`config.mk`:
```
export PLATFORM = sky130hd
export DESIGN_NAME = tiny16_ioport
export DESIGN_NICKNAME = d
export VERILOG_FILES = /design/src/rtl/tiny16_ioport.sv
export SDC_FILE = /design/constraint.sdc
export NUM_CORES = 1
export LEC_CHECK = 0
export CORE_ASPECT_RATIO = 1.2
export CORE_MARGIN = 1
export CORE_UTILIZATION = 60
export DETAILED_ROUTE_END_ITERATION = 8
export PLACE_DENSITY = 0.83
export SYNTH_ARGS = -nofsm -noshare
export SYNTH_HDL_FRONTEND = slang
export SYNTH_SLANG_ARGS = --single-unit
```
`constraint.sdc`:
```
create_clock -name CLK -period 5.27 [get_ports CLK]
set_input_delay 0.527 -clock CLK [delete_from_list [all_inputs] [get_ports CLK]]
set_output_delay 0.527 -clock CLK [all_outputs]
set_load 0.02 [all_outputs]
```
`src/rtl/tiny16_ioport.sv`:
```
// tiny16_ioport: CHANNELS memory-mapped I/O ports for the tiny16 core. Each port has a
// paced output FIFO, a synchronised input with sticky change detection, and feeds one IRQ.
module tiny16_ioport #(
  parameter int WIDTH    = 8,
  parameter int CHANNELS = 2,
  parameter int DEPTH    = 4,
  parameter int AW       = $clog2(CHANNELS) + 2
) (
  input  logic                      CLK,
  input  logic                      RST,
  input  logic [AW-1:0]             ADDR,
  input  logic [15:0]               WDATA,
  input  logic                      WE,
  input  logic                      RE,
  output logic [15:0]               RDATA,
  input  logic [CHANNELS*WIDTH-1:0] IN,
  output logic [CHANNELS*WIDTH-1:0] OUT,
  output logic [CHANNELS-1:0]       OUT_EN,
  output logic                      IRQ
);
  localparam int PW = $clog2(DEPTH);
  localparam int LW = PW + 1;
  localparam logic [LW-1:0] FULL_LEVEL = LW'(DEPTH);

  typedef enum logic [1:0] {
    REG_DATA   = 2'd0,
    REG_STATUS = 2'd1,
    REG_CTRL   = 2'd2,
    REG_RSVD   = 2'd3
  } reg_e;

  reg_e                      reg_sel;
  logic [7:0]                ch_idx;
  logic [CHANNELS-1:0]       ch_sel;
  logic [CHANNELS-1:0][15:0] ch_rdata;
  logic [CHANNELS-1:0]       ch_irq;
  logic [15:0]               rdata_d;
  logic [15:0]               rdata_q;
  logic                      irq_q;
  logic                      unused_wdata;

  assign reg_sel      = reg_e'(ADDR[1:0]);
  assign unused_wdata = &{1'b0, WDATA[15:12]};

  if (AW > 2) begin : g_ch_idx
    assign ch_idx = 8'(ADDR[AW-1:2]);
  end else begin : g_ch_idx_one
    assign ch_idx = 8'd0;
  end

  // A channel index with no matching port selects nothing, so it reads 0 and ignores writes.
  for (genvar c = 0; c < CHANNELS; c++) begin : g_sel
    assign ch_sel[c] = (ch_idx == 8'(c));
  end

  for (genvar c = 0; c < CHANNELS; c++) begin : g_ch
    logic [WIDTH-1:0] mem_q [DEPTH];
    logic [PW-1:0]    wr_ptr_q, rd_ptr_q;
    logic [LW-1:0]    level_q, level_d;
    logic [7:0]       pc_q, pc_d;
    logic [7:0]       gap_q;
    logic             en_q, chg_ie_q, empty_ie_q;
    logic             ovf_q, chg_q;
    logic [WIDTH-1:0] sync1_q, sync2_q, prev_q;
    logic [WIDTH-1:0] out_q;
    logic             out_en_q;
    logic             wr_data, wr_ctrl, rd_status, flush;
    logic             empty, full, pop, push, drop;
    logic [15:0]      rd_val;

    assign wr_data   = WE && ch_sel[c] && (reg_sel == REG_DATA);
    assign wr_ctrl   = WE && ch_sel[c] && (reg_sel == REG_CTRL);
    assign rd_status = RE && ch_sel[c] && (reg_sel == REG_STATUS);
    assign flush     = wr_ctrl && WDATA[11];
    assign empty     = (level_q == '0);
    assign full      = (level_q == FULL_LEVEL);

    // FLUSH wins over both ends of the FIFO; a same-edge pop frees room for a push.
    assign pop  = en_q && !empty && (pc_q == '0) && !flush;
    assign push = wr_data && !flush && (!full || pop);
    assign drop = wr_data && !flush && full && !pop;

    // NOTE: every always_comb output gets a default first so no latch is inferred.
    always_comb begin
      level_d = level_q;
      pc_d    = pc_q;
      if (flush) begin
        level_d = '0;
        pc_d    = '0;
      end else begin
        level_d = level_q + LW'(push) - LW'(pop);
        if (pop)                pc_d = gap_q;
        else if (pc_q != 8'd0)  pc_d = pc_q - 8'd1;
      end
    end

    // NOTE: sequential state uses non-blocking assignments so all registers update together.
    always_ff @(posedge CLK) begin
      if (RST) begin
        wr_ptr_q   <= '0;
        rd_ptr_q   <= '0;
        level_q    <= '0;
        pc_q       <= '0;
        gap_q      <= '0;
        en_q       <= 1'b1;
        chg_ie_q   <= 1'b0;
        empty_ie_q <= 1'b0;
        ovf_q      <= 1'b0;
        chg_q      <= 1'b0;
        sync1_q    <= '0;
        sync2_q    <= '0;
        prev_q     <= '0;
        out_q      <= '0;
        out_en_q   <= 1'b0;
      end else begin
        level_q  <= level_d;
        pc_q     <= pc_d;
        out_en_q <= pop;
        if (pop) begin
          out_q    <= mem_q[rd_ptr_q];
          rd_ptr_q <= rd_ptr_q + PW'(1);
        end
        if (push)  wr_ptr_q <= wr_ptr_q + PW'(1);
        if (flush) rd_ptr_q <= wr_ptr_q;
        if (wr_ctrl) begin
          gap_q      <= WDATA[7:0];
          en_q       <= WDATA[8];
          chg_ie_q   <= WDATA[9];
          empty_ie_q <= WDATA[10];
        end
        if (drop)           ovf_q <= 1'b1;
        else if (rd_status) ovf_q <= 1'b0;
        if (sync2_q != prev_q) chg_q <= 1'b1;
        else if (rd_status)    chg_q <= 1'b0;
        sync1_q <= IN[c*WIDTH +: WIDTH];
        sync2_q <= sync1_q;
        prev_q  <= sync2_q;
      end
    end

    // NOTE: FIFO storage is not reset; the pointers and level alone decide what is valid.
    always_ff @(posedge CLK) begin
      if (push) mem_q[wr_ptr_q] <= WDATA[WIDTH-1:0];
    end

    always_comb begin
      rd_val = '0;
      case (reg_sel)
        REG_DATA:   rd_val = 16'(sync2_q);
        REG_STATUS: rd_val = {1'b0, 7'(level_q), 4'b0000, chg_q, ovf_q, full, empty};
        REG_CTRL:   rd_val = {5'b00000, empty_ie_q, chg_ie_q, en_q, gap_q};
        default:    rd_val = '0;
      endcase
    end

    assign ch_rdata[c]            = rd_val;
    assign ch_irq[c]              = (chg_q && chg_ie_q) || (empty && empty_ie_q);
    assign OUT[c*WIDTH +: WIDTH]  = out_q;
    assign OUT_EN[c]              = out_en_q;
  end

  always_comb begin
    rdata_d = '0;
    for (int c = 0; c < CHANNELS; c++) begin
      if (ch_sel[c]) rdata_d = ch_rdata[c];
    end
  end

  always_ff @(posedge CLK) begin
    if (RST) begin
      rdata_q <= '0;
      irq_q   <= 1'b0;
    end else begin
      if (RE) rdata_q <= rdata_d;
      irq_q <= |ch_irq;
    end
  end

  assign RDATA = rdata_q;
  assign IRQ   = irq_q;
endmodule

```
==> results of run 1 <==
## layout make-up
| type | count | share of cell area, % |
|---|---|---|
| clock inverter | 14 | 1.28 |
| multi-input combinational | 463 | 34.4 |
| sequential | 198 | 49.2 |
| tap | 168 | 2.25 |
| timing repair buffer | 67 | 7.06 |
| inverter | 26 | 1.15 |
| clock buffer | 18 | 4.69 |
## critical path, cell delays in order
cell	delay, ns
clkdlybuf4s50_1	0.77
nand3b_1	0.41
o2111ai_2	0.66
clkinv_4	0.28
ha_1	0.36
inv_1	0.06
ha_1	0.14
inv_1	0.05
fa_1	0.37
xor2_1	0.19
xnor2_1	0.14
nor2_1	0.06
## power groups by stage
stage          clock network, mW  registers (mW)  logic, mW
6_report                    1.22            1.85      0.966
5_1_grt                     1.30            1.87       1.06
4_1_cts                     1.24            1.85      0.964
3_5_place_dp                   0            1.89      0.951
3_3_place_gp                   0            1.87      0.907
2_1_floorplan                  0            1.85      0.729
## Yosys cell counts, types with 15 or more instances
| master | number |
|---|---|
| dfxtp_1 | 134 |
| nand2_1 | 100 |
| edfxtp_1 | 64 |
| a21oi_1 | 61 |
| nor2b_1 | 56 |
| nor2_1 | 39 |
| clkbuf_1 | 24 |
| inv_1 | 24 |
| mux4_2 | 18 |
| xor2_1 | 18 |
| ha_1 | 16 |
| mux2_2 | 16 |
| mux2i_1 | 15 |
## flip-flops by register name, summed over array words and instances, names as in the netlist, 4 cells and up
name and cells:
RDATA 11, g_ch.gap_q 16, g_ch.level_q 6, g_ch.mem_q 64, g_ch.out_q 16, g_ch.pc_q 16, g_ch.prev_q 16, g_ch.rd_ptr_q 4
g_ch.sync1_q 16, g_ch.sync2_q 16, g_ch.wr_ptr_q 4
## cells by family (layout without fill, tap and decap cells)
| logic type | Yosys count | in the layout | synth area share (%) |
|---|---|---|---|
| simple gates | 260 | 260 | 16.5 |
| flops | 198 | 198 | 56.6 |
| compound gates | 106 | 106 | 8.04 |
| buf+inv | 68 | 125 | 4.03 |
| mux | 50 | 50 | 9.22 |
| xor+xnor | 24 | 24 | 2.58 |
| fa+ha+maj | 18 | 18 | 2.95 |
| other cells | 1 | 5 | 0.0461 |
## how the worst max path moves through the flow
stage	end	slack [ns]	cells after the start
after CTS	g_ch[1].level_q[2]$_SDFF_PP0_	1.59	14
after floorplan	g_ch[1].level_q[2]$_SDFF_PP0_	2.48	14
after global placement	g_ch[1].level_q[2]$_SDFF_PP0_	1.27	13
after detailed placement	g_ch[1].level_q[2]$_SDFF_PP0_	1.16	13
final	g_ch[0].level_q[2]$_SDFF_PP0_	1.55	12
after global routing	g_ch[1].level_q[2]$_SDFF_PP0_	1.30	14
## placed cells by master (no fill, tap or decap), drive strengths merged, types with 3 or more instances in the layout
master / synthesis / final
a211oi: 5 / 5
a21o: 4 / 4
a21oi: 63 / 63
a221oi: 6 / 6
a31oi: 6 / 6
and2: 10 / 10
and3b: 3 / 3
buf: 18 / 4
clkbuf: 24 / 18
clkdlybuf4s50: 0 / 63
clkinv: 1 / 8
conb: 1 / 5
dfxtp: 134 / 134
edfxtp: 64 / 64
ha: 16 / 16
inv: 25 / 31
mux2: 17 / 17
mux2i: 15 / 15
mux4: 18 / 18
nand2: 100 / 100
nand2b: 10 / 10
nand3: 9 / 9
nand3b: 5 / 5
nand4: 4 / 4
nor2: 39 / 39
nor2b: 56 / 56
nor3: 4 / 4
nor3b: 5 / 5
nor4: 6 / 6
o21ai: 5 / 5
o22ai: 3 / 3
xnor2: 6 / 6
xor2: 18 / 18
## layer usage
metal,vias to the layer above,share of wire (%)
met3,40,5.9
met4,0,3.3
li1,2612,-
met2,190,51
met5,-,0
met1,2635,39
==> run metrics, run 1 <==
DP Cell Count=922; Post-synth EDFFs=64; Finished Core Util=70.7%; synthesized area per cell=11.2 um2; power share of the combinational group=23.9%; Clock transition at path regs=0.07 ns; Synth cell types=58; CTS HTree Levels=4; worst r2r path cells=14; period utilization=70.6%; Area Overhead vs Synth=15.1%; die area=14000 um2; RSZ-0062 raised after global routing=no; worst hold path type=reg2reg; drc violations=0; CTS Root Cell=clkbuf_16; routed len/inst=18.2 um; crit path max fanout=17; count of antenna-violating nets left after detailed routing=0; clock tree buffer depth=2; Power Total=4.04 mW; storage element area=4600 um2; Port-buffer cells=64; vias per cell=5.74; reg-to-reg setup timing slack=1.57 ns; Horiz. Die Dim=108 um; vias=5477; GRT busiest layer=met2; initial antenna violation count=0; Core ar.=13200 um2; sequential area share after synthesis=56.6%; placed cell areas=8800 um2; vias in the first global route=5547; Mapped Cells=725; Top-Level Pins=74; met2 usage=46.3%; Max Clk Rate=269 MHz; Hold WS=0.438 ns; routing usage on met3=6.54%; chip height=130 um; min cycle time layout=3.72 ns; FF+latch count, synth=198; Final HPWL DP=12000 um; Setup Buffers After CTS=0; reg2reg end=g_ch[1].level_q[2]$_SDFF_PP0_; cell internal pwr=2.77 mW; Final Max Tran Viols=0; kind of end point of the critical path=flop; Reg power frac=45.9%; Clk pwr share=30.2%; largest net degree at the start of global routing=82; RePlAce Congestion=0.879; setup ws final=1.55 ns; largest area contributor in the netlist=dfxtp_1; slew margin rel.=45.8%; TritonCTS Buffers=17; post-place setup slack=1.16 ns; worst min-delay path endpoint=g_ch[0].sync2_q[4]$_SDFF_PP0_; async set-reset flop share out of synthesis=0%; Switching Fraction=31.4%; number of max-cap violations=0; Setup Skew=0.0129 ns; Fillers=947; startpoint types=input port; P_leak=3.41 nW; Reg2Reg Launch Point=g_ch[1].pc_q[0]$_SDFFE_PP0P_; worst skew pair latency=0.45 ns; top-area cell type share of the netlist area=33.0%; Post-Syn Area=8140 um2; Top FF cell, synth=dfxtp_1; share of layout cells above drive strength 1=11.3%; Antenna diodes=0; GR Overflow Total=0; crit path from=ADDR[0]; VDD IR max=249 uV; Psw=1.27 mW; critical path class=in2reg; first-pass GRT wire length=27600 um; synth top area cells=dfxtp_1 (33%), edfxtp_1 (24%), mux4_2 (5.0%); CTS tree=yes; hold buffers post-CTS=0; arrival time worst endpoint=4.04 ns; Non-Filler Instances=954; met1 GRT Util=30.5%; outcome=finished, final reports clean; CP required=5.59 ns; worst hold start=g_ch[0].sync1_q[4]$_SDFF_PP0_; area of the multi-input gates=3220 um2; Starting Density=61.5%; FP Rows=46; # setup viols final=0; gr usage total=26.8%; pwr/cell area=432 nW/um2; TNS Setup=0 ns; synthesis warning total=0; final wirelength=17300 um; Initial DRT Pass Iterations=5; Least-Margin Pin Slew=0.813 ns; CTS resizes=0; fin area=9360 um2; hold depth=1; Final nets=830; TritonCTS Sinks=198; final hold violation count=0; DR iter-0 viols=349
No activity file was read; power rests on OpenSTA's default activity.
==> inputs of run 2 (changes only) <==
- CORE_UTILIZATION: 60 -> 52
- PLACE_DENSITY: 0.83 -> 0.76
- clock period: 5.27 -> 3 ns (I/O delays scaled with it)
==> run metrics, run 2 (same netlist as run 1, synthesis figures left out) <==
outcome=finished, final reports clean; vias per cell=5.46; Setup Buffers After CTS=0; number of max-cap violations=0; Core ar.=15100 um2; # setup viols final=0; Setup Skew=0.00892 ns; Max Clk Rate=351 MHz; kind of end point of the critical path=flop; crit path max fanout=5; CTS resizes=0; VDD IR max=493 uV; worst r2r path cells=14; Initial DRT Pass Iterations=5; most common cell after layout, fill and taps aside=dfxtp_1; clock tree buffer depth=2; crit path from=g_ch[0].pc_q[0]$_SDFFE_PP0P_; startpoint types=flop; final wirelength=17500 um; gr usage total=23.4%; CP required=3.30 ns; worst hold start=RST; count of antenna-violating nets left after detailed routing=0; GRT busiest layer=met2; Final HPWL DP=12300 um; most frequent cells in the layout=dfxtp_1 (134), nand2_1 (100), edfxtp_1 (64); CTS HTree Levels=4; DR iter-0 viols=330; CP max stage cell=fa_1; Final nets=846; chip height=139 um; CP peak stage delay=0.37 ns; worst skew pair latency=0.43 ns; Clk pwr share=30.3%; first-pass GRT wire length=27900 um; Least-Margin Pin Slew=0.775 ns; critical path class=reg2reg; routing usage on met3=5.42%; vias=5488; reg-to-reg setup timing slack=0.15 ns; pwr/cell area=762 nW/um2; TritonCTS Buffers=17; die area=16200 um2; share of layout cells above drive strength 1=12.8%; drc violations=0; Psw=2.25 mW; P_leak=3.48 nW; min cycle time layout=2.85 ns; met1 GRT Util=28.5%; Clock transition at path regs=0.07 ns; RePlAce Congestion=0.897; DP Cell Count=974; Horiz. Die Dim=116 um; slew margin rel.=48.2%; most frequent CP cell=inv_1; CTS Root Cell=clkbuf_16; Top-Level Pins=74; met2 usage=39.6%; number of flip-flops in the largest register=64; Port-buffer cells=64; largest net degree at the start of global routing=60; Top reg by flops=g_ch.mem_q; GR Overflow Total=0; arrival time worst endpoint=3.15 ns; Reg power frac=44.6%; RSZ-0062 raised after global routing=no; worst hold path type=in2reg; cell internal pwr=5.03 mW; initial antenna violation count=0; TNS Setup=0 ns; TritonCTS Sinks=198; FP Rows=49; Area Overhead vs Synth=17.3%; Non-Filler Instances=1006; final hold violation count=0; Starting Density=53.7%; Final Max Tran Viols=0; reg2reg end=g_ch[0].level_q[2]$_SDFF_PP0_; Reg2Reg Launch Point=g_ch[0].pc_q[0]$_SDFFE_PP0P_; vias in the first global route=5395; CP Cell Sequence=inv_1 > ha_1 > nor3b_2 > o2111ai_2 > a21oi_2 > inv_1 > ha_1 > inv_1 > ha_1 > inv_1 > fa_1 > xor2_1 > xnor2_1 > nor2_1; Antenna diodes=0; period utilization=95.0%; hold buffers post-CTS=0; CTS tree=yes; worst min-delay path endpoint=g_ch[0].sync1_q[5]$_SDFF_PP0_; Power Total=7.28 mW; Switching Fraction=30.9%; hold depth=2; power share of the combinational group=25.1%; routed len/inst=17.4 um
[run 2: cell type report]
cell class                      count  area, um2
Multi-Input combinational cell    463       3220
Clock buffer                       18        429
Sequential cell                   198       4600
Timing Repair Buffer               83        781
Clock inverter                     14        146
Fill cell                        1209       5600
Tap cell                          204        255
Inverter                           26        108
[run 2: through the flow]
step | util (%) | setup slack (ns) | hold WS [ns] | cell area [um2]
floorplan | - | 0.244 | 0.399 | 8150
global route | 63.0 | 0.00256 | 0.373 | 9540
finish | 63.0 | 0.150 | 0.350 | 9540
CTS | 63.0 | 0.159 | 0.345 | 9540
detailed placement | 59.2 | 0.0399 | 0.421 | 8970
global placement | 59.2 | 0.130 | 0.420 | 8970
[run 2: worst max-delay path by stage]
stage / to / slack (ns) / depth (start not counted)
after floorplan: g_ch[1].level_q[2]$_SDFF_PP0_ / 0.24 / 14
after global placement: g_ch[0].level_q[2]$_SDFF_PP0_ / 0.13 / 13
after detailed placement: g_ch[1].level_q[2]$_SDFF_PP0_ / 0.04 / 13
after CTS: g_ch[0].level_q[2]$_SDFF_PP0_ / 0.16 / 14
after global routing: g_ch[0].level_q[2]$_SDFF_PP0_ / 0.003 / 14
final: g_ch[0].level_q[2]$_SDFF_PP0_ / 0.15 / 14
[run 2: per-layer routing]
| layer | share of wire (%) | wire length (um) |
|---|---|---|
| met5 | 0 | 0 |
| met4 | 2.6 | 447 |
| met3 | 5.2 | 916 |
| met2 | 52 | 9100 |
| met1 | 40 | 7050 |
[run 2: power by group through the flow]
| stage | sequential (mW) | clock, mW | combinational (mW) |
|---|---|---|---|
| floorplan | 3.25 | 0 | 1.28 |
| global placement | 3.28 | 0 | 1.74 |
| detailed placement | 3.30 | 0 | 1.80 |
| CTS | 3.24 | 2.24 | 1.82 |
| global route | 3.27 | 2.34 | 2.00 |
| finish | 3.24 | 2.20 | 1.83 |
[run 2: worst max-delay path, delay by kind of cell (launching register included)]
family          cells  cell delay (ns)
xor+xnor            2             0.31
compound gates      2             0.49
simple gates        2             0.31
fa+ha+maj           4             0.97
flops               1             0.33
buf+inv             4             0.30
